`config.mk`:
```
export PLATFORM = sky130hd
export DESIGN_NAME = pixel_stream_sink
export DESIGN_NICKNAME = d
export VERILOG_FILES = /design/src/rtl/pixel_stream_sink_pkg.sv /design/src/rtl/pixel_stream_sink_sync_fifo.sv /design/src/rtl/pixel_stream_sink.sv
export SDC_FILE = /design/constraint.sdc
export NUM_CORES = 1
export LEC_CHECK = 0
export BUFFER_PORTS_ARGS = -buffer_cell sky130_fd_sc_hd__clkbuf_2
export CAP_MARGIN = 20
export CELL_PAD_IN_SITES_DETAIL_PLACEMENT = 0
export CELL_PAD_IN_SITES_GLOBAL_PLACEMENT = 2
export CORE_UTILIZATION = 44
export DETAILED_ROUTE_END_ITERATION = 6
export PLACE_DENSITY_LB_ADDON = 0.1
export SYNTH_ARGS = -nofsm -noshare
export SYNTH_HDL_FRONTEND = slang
export SYNTH_SLANG_ARGS = --single-unit
```
`constraint.sdc`:
```
create_clock -name HCLK -period 46.7 [get_ports HCLK]
set_clock_uncertainty 0.15 [all_clocks]
set_input_delay 9.34 -clock HCLK [delete_from_list [all_inputs] [get_ports HCLK]]
set_output_delay 9.34 -clock HCLK [all_outputs]
set_load 0.02 [all_outputs]
```
`src/rtl/pixel_stream_sink_pkg.sv`:
```
// Shared definitions for the pixel stream sink: pixel width, FSM encodings,
// default frame geometry.
package pixel_stream_sink_pkg;

  localparam int PIX_W      = 24;
  localparam int DEF_WIDTH  = 768;
  localparam int DEF_HEIGHT = 512;

  localparam logic [1:0] ST_IDLE  = 2'd0;
  localparam logic [1:0] ST_RECV  = 2'd1;
  localparam logic [1:0] ST_DRAIN = 2'd2;
  localparam logic [1:0] ST_DONE  = 2'd3;

  function automatic logic [PIX_W-1:0] pack_rgb(input logic [7:0] r,
                                                input logic [7:0] g,
                                                input logic [7:0] b);
    return {r, g, b};
  endfunction

endpackage

```
`src/rtl/pixel_stream_sink_sync_fifo.sv`:
```
// First-word-fall-through FIFO; head entry is always visible on rdata.
// A push into a full FIFO is accepted when a pop happens in the same cycle.
module sync_fifo #(
  parameter int DATA_W = 43,
  parameter int DEPTH  = 16
) (
  input  logic              clk,
  input  logic              rst,
  input  logic              push,
  input  logic              pop,
  input  logic [DATA_W-1:0] wdata,
  output logic [DATA_W-1:0] rdata,
  output logic              full,
  output logic              empty,
  output logic              last
);

  localparam int PTR_W = (DEPTH > 1) ? $clog2(DEPTH) : 1;

  logic [DEPTH-1:0][DATA_W-1:0] mem_q, mem_d;
  logic [PTR_W-1:0]             wr_ptr_q, wr_ptr_d;
  logic [PTR_W-1:0]             rd_ptr_q, rd_ptr_d;
  logic [PTR_W:0]               cnt_q, cnt_d;
  logic                         do_push, do_pop;

  assign full  = (cnt_q == (PTR_W+1)'(DEPTH));
  assign empty = (cnt_q == '0);
  assign last  = (cnt_q == (PTR_W+1)'(1));
  assign rdata = mem_q[rd_ptr_q];

  always_comb begin
    do_pop   = pop && !empty;
    do_push  = push && (!full || do_pop);
    mem_d    = mem_q;
    wr_ptr_d = wr_ptr_q;
    rd_ptr_d = rd_ptr_q;
    cnt_d    = cnt_q;
    if (do_push) begin
      mem_d[wr_ptr_q] = wdata;
      wr_ptr_d        = wr_ptr_q + 1'b1;
    end
    if (do_pop) rd_ptr_d = rd_ptr_q + 1'b1;
    unique case ({do_push, do_pop})
      2'b10:   cnt_d = cnt_q + 1'b1;
      2'b01:   cnt_d = cnt_q - 1'b1;
      default: cnt_d = cnt_q;
    endcase
  end

  always_ff @(posedge clk or posedge rst) begin
    if (rst) begin
      mem_q    <= '0;
      wr_ptr_q <= '0;
      rd_ptr_q <= '0;
      cnt_q    <= '0;
    end else begin
      mem_q    <= mem_d;
      wr_ptr_q <= wr_ptr_d;
      rd_ptr_q <= rd_ptr_d;
      cnt_q    <= cnt_d;
    end
  end

endmodule

```
`src/rtl/pixel_stream_sink.sv`:
```
// Receives an hsync-qualified RGB raster and writes each pixel to memory over a
// req/ack port, buffering through a FIFO and mapping raster order to addresses.
module pixel_stream_sink
  import pixel_stream_sink_pkg::*;
#(
  parameter int WIDTH      = DEF_WIDTH,
  parameter int HEIGHT     = DEF_HEIGHT,
  parameter int FIFO_DEPTH = 16,
  parameter int ADDR_W     = 19,
  parameter int BOTTOM_UP  = 1
) (
  input  logic              HCLK,
  input  logic              HRESET,
  input  logic              hsync,
  input  logic [7:0]        DATA_R,
  input  logic [7:0]        DATA_G,
  input  logic [7:0]        DATA_B,
  output logic              mem_req,
  output logic [ADDR_W-1:0] mem_addr,
  output logic [PIX_W-1:0]  mem_wdata,
  input  logic              mem_ack,
  output logic              frame_done,
  output logic              overflow
);

  localparam int COL_W = (WIDTH  > 1) ? $clog2(WIDTH)  : 1;
  localparam int ROW_W = (HEIGHT > 1) ? $clog2(HEIGHT) : 1;
  localparam int ENT_W = ADDR_W + PIX_W;
  localparam logic [COL_W-1:0] COL_LAST = COL_W'(WIDTH - 1);
  localparam logic [ROW_W-1:0] ROW_LAST = ROW_W'(HEIGHT - 1);

  typedef struct packed {
    logic [ADDR_W-1:0] addr;
    logic [PIX_W-1:0]  data;
  } entry_t;

  logic [1:0]       state_q, state_d;
  logic [COL_W-1:0] col_q, col_d;
  logic [ROW_W-1:0] row_q, row_d;
  logic             overflow_q, overflow_d;

  logic   accept, push, pop, drop, frame_start, last_pix, drain_done;
  logic   fifo_full, fifo_empty, fifo_last;
  logic [31:0] row_ext, addr_full;
  entry_t push_ent, head_ent;

  // Address is fixed at push time so the memory side never sees counter state.
  always_comb begin
    row_ext        = (BOTTOM_UP != 0) ? (32'(HEIGHT - 1) - 32'(row_q)) : 32'(row_q);
    addr_full      = row_ext * 32'(WIDTH) + 32'(col_q);
    push_ent.addr  = addr_full[ADDR_W-1:0];
    push_ent.data  = pack_rgb(DATA_R, DATA_G, DATA_B);
  end

  always_comb begin
    state_d     = state_q;
    col_d       = col_q;
    row_d       = row_q;
    overflow_d  = overflow_q;
    pop         = mem_req && mem_ack;
    accept      = hsync && (state_q != ST_DRAIN);
    push        = accept && (!fifo_full || pop);
    drop        = hsync && !push;
    frame_start = accept && ((state_q == ST_IDLE) || (state_q == ST_DONE));
    last_pix    = accept && (col_q == COL_LAST) && (row_q == ROW_LAST);
    drain_done  = fifo_empty || (fifo_last && pop);

    // Counters track sampled pixels, dropped or not, so addresses stay aligned.
    if (accept) begin
      if (col_q == COL_LAST) begin
        col_d = '0;
        row_d = (row_q == ROW_LAST) ? '0 : row_q + 1'b1;
      end else begin
        col_d = col_q + 1'b1;
      end
    end

    if (frame_start) overflow_d = 1'b0;
    if (drop)        overflow_d = 1'b1;

    unique case (state_q)
      ST_IDLE, ST_DONE: if (hsync)      state_d = ST_RECV;
      ST_RECV:          if (last_pix)   state_d = ST_DRAIN;
      ST_DRAIN:         if (drain_done) state_d = ST_DONE;
      default:                          state_d = ST_IDLE;
    endcase
  end

  always_ff @(posedge HCLK or posedge HRESET) begin
    if (HRESET) begin
      state_q    <= ST_IDLE;
      col_q      <= '0;
      row_q      <= '0;
      overflow_q <= 1'b0;
    end else begin
      state_q    <= state_d;
      col_q      <= col_d;
      row_q      <= row_d;
      overflow_q <= overflow_d;
    end
  end

  sync_fifo #(
    .DATA_W (ENT_W),
    .DEPTH  (FIFO_DEPTH)
  ) u_fifo (
    .clk   (HCLK),
    .rst   (HRESET),
    .push  (push),
    .pop   (pop),
    .wdata (push_ent),
    .rdata (head_ent),
    .full  (fifo_full),
    .empty (fifo_empty),
    .last  (fifo_last)
  );

  assign mem_req    = !fifo_empty;
  assign mem_addr   = head_ent.addr;
  assign mem_wdata  = head_ent.data;
  assign frame_done = (state_q == ST_DONE);
  assign overflow   = overflow_q;

endmodule

```
==> metrics <==
final RePlAce weighted congestion roughly 0.8; cells on worst reg2reg path 9; Cell Chain, Critical Path buf_4 > mux4_2 > mux4_2 > clkbuf_2; HP Class reg -> reg; vias per inst 5.69; CTS tree yes; grt met1 use 40.2%; RSZ-0062 raised after global routing no; Hold Startpoint u_fifo.mem_q[276]; FF+latch count, synth 723; vias in the first global route 25284; Netlist cell types 57; Async SR Flop Fraction 100%; Hold Path Depth 2; hold buffer count at cts 0; MaxCap Viol Count 0; crit-path max FO 53; drt total wl 109000 um; Pwr Total 2.73 mW; Cells after Synth 3439; CP delay by family, top multiplexers; Global Route Usage Sum 28.9%; fin crit period 13470 ps; Primary FF master, synth dfrtp_1; Die ar. 77600 sq um; Total Neg Setup Slack 0 ps; gr ovfl total 0; worst vdd ir 0.0514 mV; CTS Root Cell clkbuf_16; Top Usage Layer GRT met2; CTS buffer count 83; # diodes 0; Core Footprint between 70000 and 80000 sq um; worst r2r dst u_fifo.mem_q[471]; final-report max-slew violation count 0; first-pass GRT wire length about 170000 um; layout cells sized above 1 15.1%; endpoints failing hold 0; Critical R2R Launch state_q[0]; Post-CTS Resized 0; most frequent CP cell mux4_2; area of the mapped netlist 33600 sq um; worst skew pair latency ~630 ps; number of remaining DRC errors 0; initial antenna violation count 0; Net Count, Synth 3504; met3 Usage GRT 3.96%; Reg clk slew, reported paths approximately 60 ps; Seq/Total Area, Yosys 53.8%; Initial Utilization 44.4%; fillers 6873; Routed Antenna Nets 0; Longest Clk Path Bufs 3; WS Path Type reg -> out; I/O pin count 74; Die H 279 um; Critical Path AT 3980 ps; H-tree levels 3; Pwr Density 72.5 nW/um^2; PortBufs 73; YS warnings 0; measured slew at the worst slew-check pin 1160 ps; Setup Fix Bufs, Post-CTS 0; Sink Count 723; 1st-iter DRT viols 2153; CP startpoint kind flip-flop; Worst Path Buf+Inv 2; largest net degree at the start of global routing 131; Post-synth EDFFs 0; 1st-pass router iterations 5; syn avg cell area 9.78 sq um; Req. time, crit path 37210 ps; WHS Endpoint u_fifo.mem_q[276]; NumNets Final 3432; GR Layer Usage met2 47.6%; Post-DP HPWL between 50000 and 60000 um; Crit. End Element output pin; Worst path max stage delay 1030 ps; outcome finished clean; DIE WIDTH between 200 and 300 um; worst rel slew slack about 22%; P_leak between 15 and 20 nW; post-route clock period utilization ~29%; WL/cell ~25 um; slowest CP cell dfrtp_4; # setup viols final 0; Max Fclk 74.2 MHz; r2r setup slk around 43000 ps; P&R area growth vs syn 11.8%; Site Rows ~100; vias roughly 25000
## cells by family after synthesis
logic type	count (synthesis)	share of synthesized area, %
simple gates	1898	22.0
compound gates	222	4.05
xor+xnor	25	0.651
mux	219	14.5
buf+inv	315	3.61
fa+ha+maj	37	1.42
flops	723	53.8
## synthesized netlist by cell type (all sizes together), types with 5 or more instances
library cell,instances,area (sq um)
a21oi,9,45.0
and3,12,75.1
buf,33,155
clkbuf,257,965
dfrtp,723,18100
ha,35,438
inv,24,90.1
mux4,215,4840
nand2,1770,6640
nand2b,5,31.3
nand3,36,180
nand4,10,62.6
nor2,20,75.1
nor2b,5,31.3
o211ai,17,128
o21ai,133,666
o31ai,35,263
or4,18,135
xnor2,14,123
xor2,11,96.3
## worst max path at each step
stage	from	end	slack, ps	cells past startpoint
floorplan	HRESET	col_q[0]	16930	1
global placement	HRESET	u_fifo.mem_q[104]	33630	5
detailed placement	HRESET	u_fifo.mem_q[362]	33540	5
CTS	u_fifo.rd_ptr_q[0]	mem_addr[6]	33080	4
global route	u_fifo.rd_ptr_q[0]	mem_addr[6]	32990	4
finish	u_fifo.rd_ptr_q[0]	mem_wdata[12]	33230	4
## worst reg2reg max path, cell delays in order (launching register included)
cell and delay (ps):
dfrtp_1 410, inv_1 80, ha_1 220, nand2b_1 260, a41oi_4 210, buf_4 490
nand3_4 790, buf_4 560, or4_1 460, nand3_1 100
## state kept, by name, summed over array words and instances (netlist names)
name             count
u_fifo.mem_q       688
col_q               10
row_q                9
u_fifo.cnt_q         5
u_fifo.rd_ptr_q      4
u_fifo.wr_ptr_q      4
state_q              2
overflow             1
## final cells by class
| cell class | count | area [sq um] | share of cell area, % |
|---|---|---|---|
| clock buffers | 118 | 2380 | 6.34 |
| multi-input cells | 2401 | 14600 | 38.7 |
| clock inverters | 27 | 337 | 0.895 |
| flip-flops and latches | 723 | 18100 | 48.2 |
| repair buffers | 133 | 880 | 2.34 |
| well taps | 978 | 1220 | 3.25 |
| inverters | 25 | 101 | 0.270 |
## per-layer routing
| layer | part of all wire [%] | vias to the layer above | wire length [um] |
|---|---|---|---|
| met1 | 44 | 12959 | 47800 |
| met4 | 2.3 | 0 | 2460 |
| met5 | 0 | - | 0 |
| li1 | - | 11119 | - |
| met3 | 5.6 | 160 | 6170 |
| met2 | 48 | 822 | 52900 |
## placed cells by master, fill, tap and decap left out, types with 3 or more instances in the layout
master | Yosys | routed
nand2_1 | 1770 | 1770
dfrtp_1 | 723 | 719
mux4_2 | 215 | 215
o21ai_0 | 133 | 133
clkbuf_16 | 0 | 86
clkbuf_2 | 0 | 73
buf_4 | 0 | 55
o31ai_1 | 35 | 35
ha_1 | 35 | 35
nand3_1 | 36 | 24
inv_1 | 24 | 23
clkbuf_1 | 257 | 21
or4_1 | 18 | 18
o211ai_1 | 17 | 17
nor2_1 | 20 | 16
xnor2_1 | 14 | 14
nand3_4 | 0 | 12
clkinv_2 | 0 | 12
xor2_1 | 11 | 11
clkbuf_8 | 0 | 11
nand4_1 | 10 | 10
and3_2 | 0 | 9
a21oi_1 | 9 | 9
bufinv_16 | 0 | 6
nor2b_1 | 5 | 5
nand2b_1 | 5 | 5
nor2_4 | 0 | 4
clkinvlp_4 | 0 | 4
dfrtp_4 | 0 | 4
a21o_1 | 3 | 3
or3_1 | 3 | 3
and4_1 | 3 | 3
nand3b_1 | 3 | 3
or2_2 | 3 | 3
mux2i_1 | 3 | 3
clkinv_8 | 0 | 3
## power breakdown
part,leakage (nW),internal [mW],switching [mW],total [mW]
sequential,9.23,0.896,0.212,1.11
combinational,8.05,0.442,0.519,0.961
clock,1.33,0.388,0.270,0.659
total,18.6,1.73,1.00,2.73
## through the flow
stage               std cells  setup WS [ps]  hold WS [ps]  instance area, sq um  util (%)
global placement         4255          33630           303                 34800      45.9
finish                   4405          33230           321                 37600      49.6
global route             4405          32990           338                 37600      49.6
detailed placement       4256          33540           308                 34800      45.9
CTS                      4401          33080           323                 37500      49.5
floorplan                3439          16930           291                 33600         -
(Power assumes the default switching activity.)
